[src/rtl/mips_pipeline_pkg.sv]
// Shared MIPS pipeline definitions: fetch defaults, NOP encoding and the
// IF/ID payload record that is also consumed by the decode stage.
package mips_pipeline_pkg;

  localparam int unsigned XLEN       = 32;
  localparam int unsigned WORD_BYTES = 4;

  localparam logic [XLEN-1:0] NOP_INSTR          = 32'h0000_0000;
  localparam logic [XLEN-1:0] DEFAULT_RESET_PC   = 32'h0000_0000;
  localparam int unsigned     DEFAULT_IMEM_WORDS = 66;

  // IF/ID pipeline payload
  typedef struct packed {
    logic [XLEN-1:0] instruction;
    logic [XLEN-1:0] pcplus4;
    logic            valid;
  } if_id_t;

  localparam if_id_t IF_ID_BUBBLE = '{instruction: NOP_INSTR, pcplus4: '0, valid: 1'b0};

  // Word index of a byte address lies beyond the populated instruction memory
  function automatic logic word_out_of_range(input logic [XLEN-1:0] addr,
                                             input int unsigned     words);
    return addr[XLEN-1:2] >= (XLEN-2)'(words);
  endfunction

endpackage

[src/rtl/fetch_stage_if.sv]
// Fetch-stage bus: hazard/redirect controls, instruction memory port and
// IF/ID outputs. master = pipeline control + memory side, slave = fetch stage.
interface fetch_stage_if;
  import mips_pipeline_pkg::*;

  logic            stall;
  logic            flush;
  logic            redirect;
  logic [XLEN-1:0] redirect_target;
  logic [XLEN-1:0] imem_address;
  logic [XLEN-1:0] imem_instruction;
  logic [XLEN-1:0] pc;
  logic [XLEN-1:0] if_id_instruction;
  logic [XLEN-1:0] if_id_pcplus4;
  logic            if_id_valid;
  logic            addr_err;

  modport master (
    output stall, flush, redirect, redirect_target, imem_instruction,
    input  imem_address, pc, if_id_instruction, if_id_pcplus4, if_id_valid, addr_err
  );

  modport slave (
    input  stall, flush, redirect, redirect_target, imem_instruction,
    output imem_address, pc, if_id_instruction, if_id_pcplus4, if_id_valid, addr_err
  );
endinterface

[src/rtl/if_id_register.sv]
// IF/ID pipeline register with clear (bubble), hold and load controls.
// Ports: clk, rst (async active-high), clear, hold, d (payload in), q (payload out).
// clear has priority over hold.
module if_id_register
  import mips_pipeline_pkg::*;
(
  input  logic   clk,
  input  logic   rst,
  input  logic   clear,
  input  logic   hold,
  input  if_id_t d,
  output if_id_t q
);

  always_ff @(posedge clk or posedge rst) begin
    if (rst) begin
      q <= IF_ID_BUBBLE;
    end else if (clear) begin
      q <= IF_ID_BUBBLE;
    end else if (!hold) begin
      q <= d;
    end
  end

endmodule

[src/rtl/fetch_stage.sv]
// MIPS instruction-fetch stage: PC register, next-PC selection, fetch range
// and alignment checks, and the IF/ID register.
// Ports: clk, rst (async active-high), bus (fetch_stage_if.slave):
//   in : stall, flush, redirect, redirect_target, imem_instruction
//   out: imem_address (= pc), pc, if_id_instruction, if_id_pcplus4,
//        if_id_valid, addr_err (sticky until reset)
module fetch_stage
  import mips_pipeline_pkg::*;
#(
  parameter logic [31:0] RESET_PC   = DEFAULT_RESET_PC,
  parameter int unsigned IMEM_WORDS = DEFAULT_IMEM_WORDS
) (
  input  logic          clk,
  input  logic          rst,
  fetch_stage_if.slave  bus
);

  logic [XLEN-1:0] pc_q;
  logic [XLEN-1:0] pc_next;
  logic [XLEN-1:0] pc_plus4;
  logic            fetch_oor;
  logic            capture;
  logic            err_set;
  logic            addr_err_q;
  if_id_t          if_id_d;
  if_id_t          if_id_q;

  assign pc_plus4  = pc_q + XLEN'(WORD_BYTES);
  assign fetch_oor = word_out_of_range(pc_q, IMEM_WORDS);
  assign capture   = !bus.redirect && !bus.flush && !bus.stall;

  // Next-PC priority: redirect (word-aligned target), stall, sequential
  always_comb begin
    pc_next = pc_plus4;
    if (bus.redirect) begin
      pc_next = {bus.redirect_target[XLEN-1:2], 2'b00};
    end else if (bus.stall) begin
      pc_next = pc_q;
    end
  end

  // Out-of-range fetches enter IF/ID as a bubble that still carries PC+4
  always_comb begin
    if_id_d.instruction = fetch_oor ? NOP_INSTR : bus.imem_instruction;
    if_id_d.pcplus4     = pc_plus4;
    if_id_d.valid       = !fetch_oor;
  end

  assign err_set = (capture && fetch_oor) ||
                   (bus.redirect && (bus.redirect_target[1:0] != 2'b00));

  always_ff @(posedge clk or posedge rst) begin
    if (rst) begin
      pc_q       <= RESET_PC;
      addr_err_q <= 1'b0;
    end else begin
      pc_q       <= pc_next;
      addr_err_q <= addr_err_q | err_set;
    end
  end

  if_id_register u_if_id (
    .clk   (clk),
    .rst   (rst),
    .clear (bus.redirect | bus.flush),
    .hold  (bus.stall),
    .d     (if_id_d),
    .q     (if_id_q)
  );

  assign bus.imem_address      = pc_q;
  assign bus.pc                = pc_q;
  assign bus.if_id_instruction = if_id_q.instruction;
  assign bus.if_id_pcplus4     = if_id_q.pcplus4;
  assign bus.if_id_valid       = if_id_q.valid;
  assign bus.addr_err          = addr_err_q;

endmodule

[src/flat_wrapper.sv]
// flat-port wrapper written by rule: the top's interface ports become plain ports
module fetch_stage_flat import mips_pipeline_pkg::*;
#(
  parameter logic [31:0] RESET_PC   = DEFAULT_RESET_PC,
  parameter int unsigned IMEM_WORDS = DEFAULT_IMEM_WORDS
)
  (clk, rst, bus_stall, bus_flush, bus_redirect, bus_redirect_target, bus_imem_instruction, bus_imem_address, bus_pc, bus_if_id_instruction, bus_if_id_pcplus4, bus_if_id_valid, bus_addr_err);
  fetch_stage_if bus_i ();
  input  logic clk;
  input  logic rst;
  input wire logic [$bits(bus_i.stall)-1:0] bus_stall;
  input wire logic [$bits(bus_i.flush)-1:0] bus_flush;
  input wire logic [$bits(bus_i.redirect)-1:0] bus_redirect;
  input wire logic [$bits(bus_i.redirect_target)-1:0] bus_redirect_target;
  input wire logic [$bits(bus_i.imem_instruction)-1:0] bus_imem_instruction;
  output wire logic [$bits(bus_i.imem_address)-1:0] bus_imem_address;
  output wire logic [$bits(bus_i.pc)-1:0] bus_pc;
  output wire logic [$bits(bus_i.if_id_instruction)-1:0] bus_if_id_instruction;
  output wire logic [$bits(bus_i.if_id_pcplus4)-1:0] bus_if_id_pcplus4;
  output wire logic [$bits(bus_i.if_id_valid)-1:0] bus_if_id_valid;
  output wire logic [$bits(bus_i.addr_err)-1:0] bus_addr_err;
  assign bus_i.stall = bus_stall;
  assign bus_i.flush = bus_flush;
  assign bus_i.redirect = bus_redirect;
  assign bus_i.redirect_target = bus_redirect_target;
  assign bus_i.imem_instruction = bus_imem_instruction;
  assign bus_imem_address = bus_i.imem_address;
  assign bus_pc = bus_i.pc;
  assign bus_if_id_instruction = bus_i.if_id_instruction;
  assign bus_if_id_pcplus4 = bus_i.if_id_pcplus4;
  assign bus_if_id_valid = bus_i.if_id_valid;
  assign bus_addr_err = bus_i.addr_err;
  fetch_stage #(.RESET_PC(RESET_PC), .IMEM_WORDS(IMEM_WORDS)) u_core (.clk(clk), .rst(rst), .bus(bus_i));
endmodule
[config.mk]
export PLATFORM = sky130hd
export DESIGN_NAME = fetch_stage_flat
export DESIGN_NICKNAME = d
export VERILOG_FILES = /design/src/rtl/mips_pipeline_pkg.sv /design/src/rtl/fetch_stage_if.sv /design/src/rtl/if_id_register.sv /design/src/rtl/fetch_stage.sv /design/src/flat_wrapper.sv
export SDC_FILE = /design/constraint.sdc
export NUM_CORES = 1
export LEC_CHECK = 0
export CORE_MARGIN = 4
export CORE_UTILIZATION = 44
export DETAILED_ROUTE_END_ITERATION = 16
export PLACE_DENSITY = 0.86
export SYNTH_ARGS = -nofsm -noshare
export SYNTH_HDL_FRONTEND = slang
export SYNTH_SLANG_ARGS = --single-unit
[constraint.sdc]
create_clock -name clk -period 3.7 [get_ports clk]
set_input_delay 0.74 -clock clk [delete_from_list [all_inputs] [get_ports clk]]
set_output_delay 0.74 -clock clk [all_outputs]
set_load 0.01 [all_outputs]
==> impl_metrics.yaml, run 1 <==
timing:
  worst_pin_slew_ns: 1.01
  min_period_over_period_pct: 71.0
  relSlewSlack_pct: 32.2
  finalMaxSlewViolations: 0
  setup_ws_ns: 1.07
  rsz0062_at_grt: "false"
  setup_violations: 0
  finalCriticalPeriod_ns: 2.63
  skew_ns: 0.00951
  fmax_mhz: 380
  whs_ns: 0.487
  finalHoldViolations: 0
  setup_tns_ns: 0
die:
  io_pins: 199
  initial_core_util_pct: 45.5
  chipHeight_um: 115
  rows: 38
  core_um2: 11000
  dieArea_um2: 13100
  die_w_um: 115
placement:
  dp_hpwl_um: 11700
  place.gp.congestion: 0.905
  place_ws_ns: 0.838
  numPortBuffers: 192
grt:
  antenna_found_initial: 0
  top_usage_layer: "met2"
  use_met3_pct: 5.07
  grt_pass1_wl_um: 25200
  track_usage_pct: 24.3
  met1_usage_pct: 31.7
  grt_overflow: 0
  grt_use_met2_pct: 39.5
  grt_pass1_vias: 4690
  grt_start_max_net_pins: 64
critical_path:
  slowest_delay_ns: 0.76
  end_kind: "flop"
  crit_top_cell: "or4_1"
  cp_max_fo: 10
  slowest_stage: "or4_1"
  crit_chain: "ha_1 -> nand3_4 -> or4_1 -> or4_1 -> a31oi_1"
  crit_type: "flop to flop"
  cp.arrival_ns: 2.89
  crit_path_start_kind: "flop"
  cp_data_required_time_ns: 3.96
synth:
  synth_edf_count: 0
  synth_adder_area_share_pct: 0.500
  syn_area_um2: 5000
  yosysWarnings: 0
  synth_mux_area_share_pct: 0.225
  synth_compound_area_share_pct: 16.6
  synth_top_family_by_area: "simple AND/OR/NAND/NOR gates"
  synthArstFlopShare_pct: 100
  yosysUniqueCellTypes: 52
  synth_seq_cells: 94
  syn-instance-count: 521
  synth_simple_gate_area_share_pct: 21.9
  ys_seq_area_share_pct: 47.0
  postSynthAreaPerCell_um2: 9.60
  synth-xor-area-share_pct: 4.20
  ys.flop_type: "dfrtp_1"
clocking:
  clock_tree.root_cell: "clkbuf_16"
  htreeDepth: 3
  clockBufferDepth: 2
  cts_tree: "yes"
  path_clk_slew_ns: 0.06
  cts_hold_buf: 0
  insertion_delay_ns: 0.35
  cts_buffers: 9
  cts_resized: 0
  post-cts-setup-buffer-count: 0
  cts_sinks: 94
routing:
  post_drt_wl_per_cell_um: 19.9
  drcViolationCount: 0
  drtIter0Drc: 598
  vias_per_cell: 5.98
  first_pass_iters: 5
  ant_nets: 0
  vias: 4816
  routed_wl_um: 16000
pwr:
  peakVddDrop_mv: 0.267
  p_per_area_nw_per_um2: 355
  p_leak_nw: 2.87
  power_mw: 2.49
job:
  drv_cap: 0
status:
  status: "finished clean"
cells_and_area:
  layout.nets: 731
  final_cell_mix: "clkdlybuf4s50_1 (192), dfrtp_1 (94), nand2_1 (64)"
  layout.cells.most_common: "clkdlybuf4s50_1"
  area_growth_syn_to_layout_pct: 40.3
  drive_gt1_share_pct: 4.96
  diodes: 0
min_path:
  holdCritPathClass: "flop to flop"
cell usage after synthesis, types with 2 or more instances:
| cell type | n | area share (%) |
|---|---|---|
| dfrtp_1 | 94 | 47 |
| nand2_1 | 64 | 4.8 |
| buf_4 | 37 | 5.6 |
| a22o_1 | 33 | 5.8 |
| o21ai_0 | 31 | 3.1 |
| nor2_1 | 26 | 2.0 |
| clkbuf_1 | 23 | 1.7 |
| nand3_1 | 21 | 2.1 |
| or4_1 | 19 | 2.9 |
| xnor2_1 | 17 | 3.0 |
| nand4_1 | 14 | 1.8 |
| nor4_1 | 13 | 1.6 |
| and3_1 | 12 | 1.5 |
| buf_2 | 12 | 1.2 |
| a31oi_1 | 11 | 1.4 |
| o211ai_1 | 11 | 1.7 |
| nor3_1 | 8 | 0.80 |
| xor2_1 | 7 | 1.2 |
| or3_1 | 6 | 0.75 |
| a211o_1 | 5 | 0.88 |
| a221o_1 | 5 | 1.0 |
| inv_1 | 5 | 0.38 |
| o31ai_1 | 5 | 0.75 |
| buf_1 | 4 | 0.30 |
| a21oi_1 | 3 | 0.30 |
| nor2b_1 | 3 | 0.38 |
| a311o_1 | 2 | 0.40 |
| and2_1 | 2 | 0.25 |
| ha_1 | 2 | 0.50 |
| nand3b_1 | 2 | 0.30 |
| o311ai_0 | 2 | 0.35 |
| or2_2 | 2 | 0.25 |
stage by stage:
| stage | cells | cell area, µm² | util, % |
|---|---|---|---|
| 2_1_floorplan | 526 | 5020 | - |
| 5_1_grt | 805 | 7020 | 63.9 |
| 6_report | 805 | 7020 | 63.9 |
| 3_5_place_dp | 789 | 6750 | 61.4 |
| 4_1_cts | 805 | 7020 | 63.9 |
| 3_3_place_gp | 789 | 6750 | 61.4 |
logic make-up after synthesis:
kind of cell               Yosys count
AOI/OAI and AO/OA                  114
xor gates and xnor gates            24
adders and majority gates            2
buffers and inverters               83
DFF                                 94
muxes                                1
other                                1
and+or+nand+nor                    202
metal layers:
metal | vias up | routed length [µm]
met5 | - | 0
met4 | 0 | 384
met3 | 31 | 1660
met2 | 316 | 7570
met1 | 2321 | 6430
li1 | 2148 | -
critical path, delay by kind of cell, from the launching register on:
kind | cells | cell delay, ns
fa+ha+maj | 1 | 0.36
flops | 1 | 0.50
compound gates | 1 | 0.19
simple gates | 3 | 1.49
sequential cells by signal, summed over array words and instances, names as in the netlist:
register,flops
u_core.u_if_id.q,63
u_core.bus.imem_address,30
u_core.bus.addr_err,1
final cells by class:
class                           count  area (µm²)
Sequential cell                    94        2350
Inverter                            6        25.0
Timing Repair Buffer              200        1990
Multi-Input combinational cell    349        2200
Tap cell                          140         175
Clock inverter                      3        20.0
Fill cell                         866        3970
Clock buffer                       13         250
power by group:
group	switching [mW]	internal (mW)
logic	0.205	0.254
clock network	0.385	0.474
registers	0.106	1.07
total	0.696	1.80
final timing paths:
| path | from | to | slack (ns) | cells past startpoint |
|---|---|---|---|---|
| min | u_core.u_if_id.q[0] | u_core.u_if_id.q[0] | 0.49 | 1 |
| max | u_core.bus.imem_address[3] | u_core.bus.imem_address[30] | 1.07 | 5 |
| min reg2reg | u_core.u_if_id.q[0] | u_core.u_if_id.q[0] | 0.49 | 1 |
| max reg2reg | u_core.bus.imem_address[3] | u_core.bus.imem_address[30] | 1.07 | 5 |
| max in group asynchronous | rst | u_core.bus.imem_address[16] | 2.19 | 3 |
| min in group asynchronous | rst | u_core.u_if_id.q[48] | 0.81 | 2 |
Note: power is estimated with default switching activity, not from simulation.
==> inputs of run 2 (changes only) <==
clock period = 2.6 ns   (was 3.7 ns; I/O delays follow)
==> impl_metrics.yaml, run 2 (synthesis gave the netlist of run 1 again) <==
die:
  dieArea_um2: 13100
  core_um2: 11000
  chipHeight_um: 115
  initial_core_util_pct: 45.5
  die_w_um: 115
  io_pins: 199
  rows: 38
routing:
  vias_per_cell: 5.88
  ant_nets: 0
  routed_wl_um: 16000
  drcViolationCount: 0
  drtIter0Drc: 524
  first_pass_iters: 7
  vias: 4825
  post_drt_wl_per_cell_um: 19.5
clocking:
  post-cts-setup-buffer-count: 0
  cts_hold_buf: 0
  clock_tree.root_cell: "clkbuf_16"
  cts_sinks: 94
  cts_tree: "yes"
  cts_buffers: 9
  path_clk_slew_ns: 0.06
  htreeDepth: 3
  insertion_delay_ns: 0.35
  clockBufferDepth: 2
  cts_resized: 0
placement:
  place.gp.congestion: 0.898
  dp_hpwl_um: 11800
  numPortBuffers: 192
  dp.cells: 804
grt:
  use_met3_pct: 4.49
  track_usage_pct: 24.5
  grt_overflow: 0
  top_usage_layer: "met2"
  met1_usage_pct: 32.6
  grt_start_max_net_pins: 63
  grt_pass1_wl_um: 25500
  grt_pass1_vias: 4844
  grt_use_met2_pct: 38.5
  antenna_found_initial: 0
timing:
  rsz0062_at_grt: "false"
  worst_pin_slew_ns: 0.607
  setup_tns_ns: 0
  relSlewSlack_pct: 59.4
  finalHoldViolations: 0
  skew_ns: 0.00824
  min_period_over_period_pct: 90.9
  finalCriticalPeriod_ns: 2.36
  finalMaxSlewViolations: 0
  fmax_mhz: 423
  setup_violations: 0
cells_and_area:
  fin_util_pct: 65.6
  layout.nets: 746
  diodes: 0
  area_growth_syn_to_layout_pct: 44.0
  final_cell_mix: "clkdlybuf4s50_1 (192), dfrtp_1 (94), nand2_1 (64)"
  regMostFlops: "u_core.u_if_id.q"
  drive_gt1_share_pct: 7.21
  layout.cells.most_common: "clkdlybuf4s50_1"
  fillers: 859
  final_cells: 820
  largest_reg_flops: 63
status:
  status: "finished clean"
critical_path:
  cp.arrival_ns: 2.63
  cp_max_fo: 10
  r2r_setup_slack_ns: 0.24
  end_kind: "flop"
  cp_data_required_time_ns: 2.87
  crit_type: "flop to flop"
  crit_path_start_kind: "flop"
min_path:
  holdCritPathClass: "flop to flop"
job:
  drv_cap: 0
pwr:
  p_per_area_nw_per_um2: 514
  p_leak_nw: 2.97
  power_mw: 3.70
  peakVddDrop_mv: 0.527
-- run 2: changes by cell type in the layout (fill, tap and decap cells not counted) --
cell,before,now
buf_12,1,4
buf_4,7,19
bufinv_16,0,1
clkbuf_1,3,2
clkbuf_8,1,2
inv_4,1,0
-- run 2: where the power goes --
| part | internal (mW) | total (mW) | leakage (nW) | switching (mW) |
|---|---|---|---|---|
| Combinational | 0.389 | 0.717 | 1.59 | 0.328 |
| Clock | 0.797 | 1.34 | 0.146 | 0.548 |
| Sequential | 1.52 | 1.64 | 1.24 | 0.119 |
| Total | 2.71 | 3.70 | 2.97 | 0.995 |
-- run 2: layout make-up --
type / instances / area (µm²) / share of cell area [%]
clock buffer: 13 / 260 / 3.61
clock inverter: 3 / 42.5 / 0.591
inverter: 6 / 26.3 / 0.365
multi-input combinational: 349 / 2200 / 30.6
sequential: 94 / 2350 / 32.7
tap: 140 / 175 / 2.43
timing repair buffer: 215 / 2140 / 29.8
-- run 2: path summary, 6_finish.rpt --
path	from	end	cells past startpoint
max in group asynchronous	rst	u_core.u_if_id.q[25]	3
min in group asynchronous	rst	u_core.u_if_id.q[7]	2
worst min-delay path	u_core.bus.addr_err	u_core.bus.addr_err	1
worst min register to register	u_core.bus.addr_err	u_core.bus.addr_err	1
worst max-delay path	u_core.bus.imem_address[3]	u_core.bus.imem_address[24]	5
worst max register to register	u_core.bus.imem_address[3]	u_core.bus.imem_address[24]	5
-- run 2: metrics by stage --
step | instance area [µm²] | hold WS (ns) | setup slack, ns
finish | 7200 | 0.482 | 0.235
global route | 7200 | 0.511 | 0.167
CTS | 7200 | 0.479 | 0.256
detailed placement | 6900 | 0.460 | 0.205
global placement | 6900 | 0.456 | 0.247
floorplan | 5020 | 0.508 | 0.306
-- run 2: worst max-delay path, stage by stage (launching register included) --
cell and delay, ns:
dfrtp_1 0.36, ha_1 0.28, nand3_4 0.15, or4_1 0.72, or4_1 0.58, a31oi_1 0.19
-- run 2: routing by layer --
metal / part of all wire (%) / wire, µm
met2: 47 / 7520
met4: 2.8 / 453
met1: 41 / 6630
met3: 8.8 / 1400
met5: 0 / 0
==> inputs of run 3 (changes only) <==
CAP_MARGIN = 40   (was unset)
==> results of run 3 <==
Same layout as run 2: the final DEF is identical, and so are final timing and power.
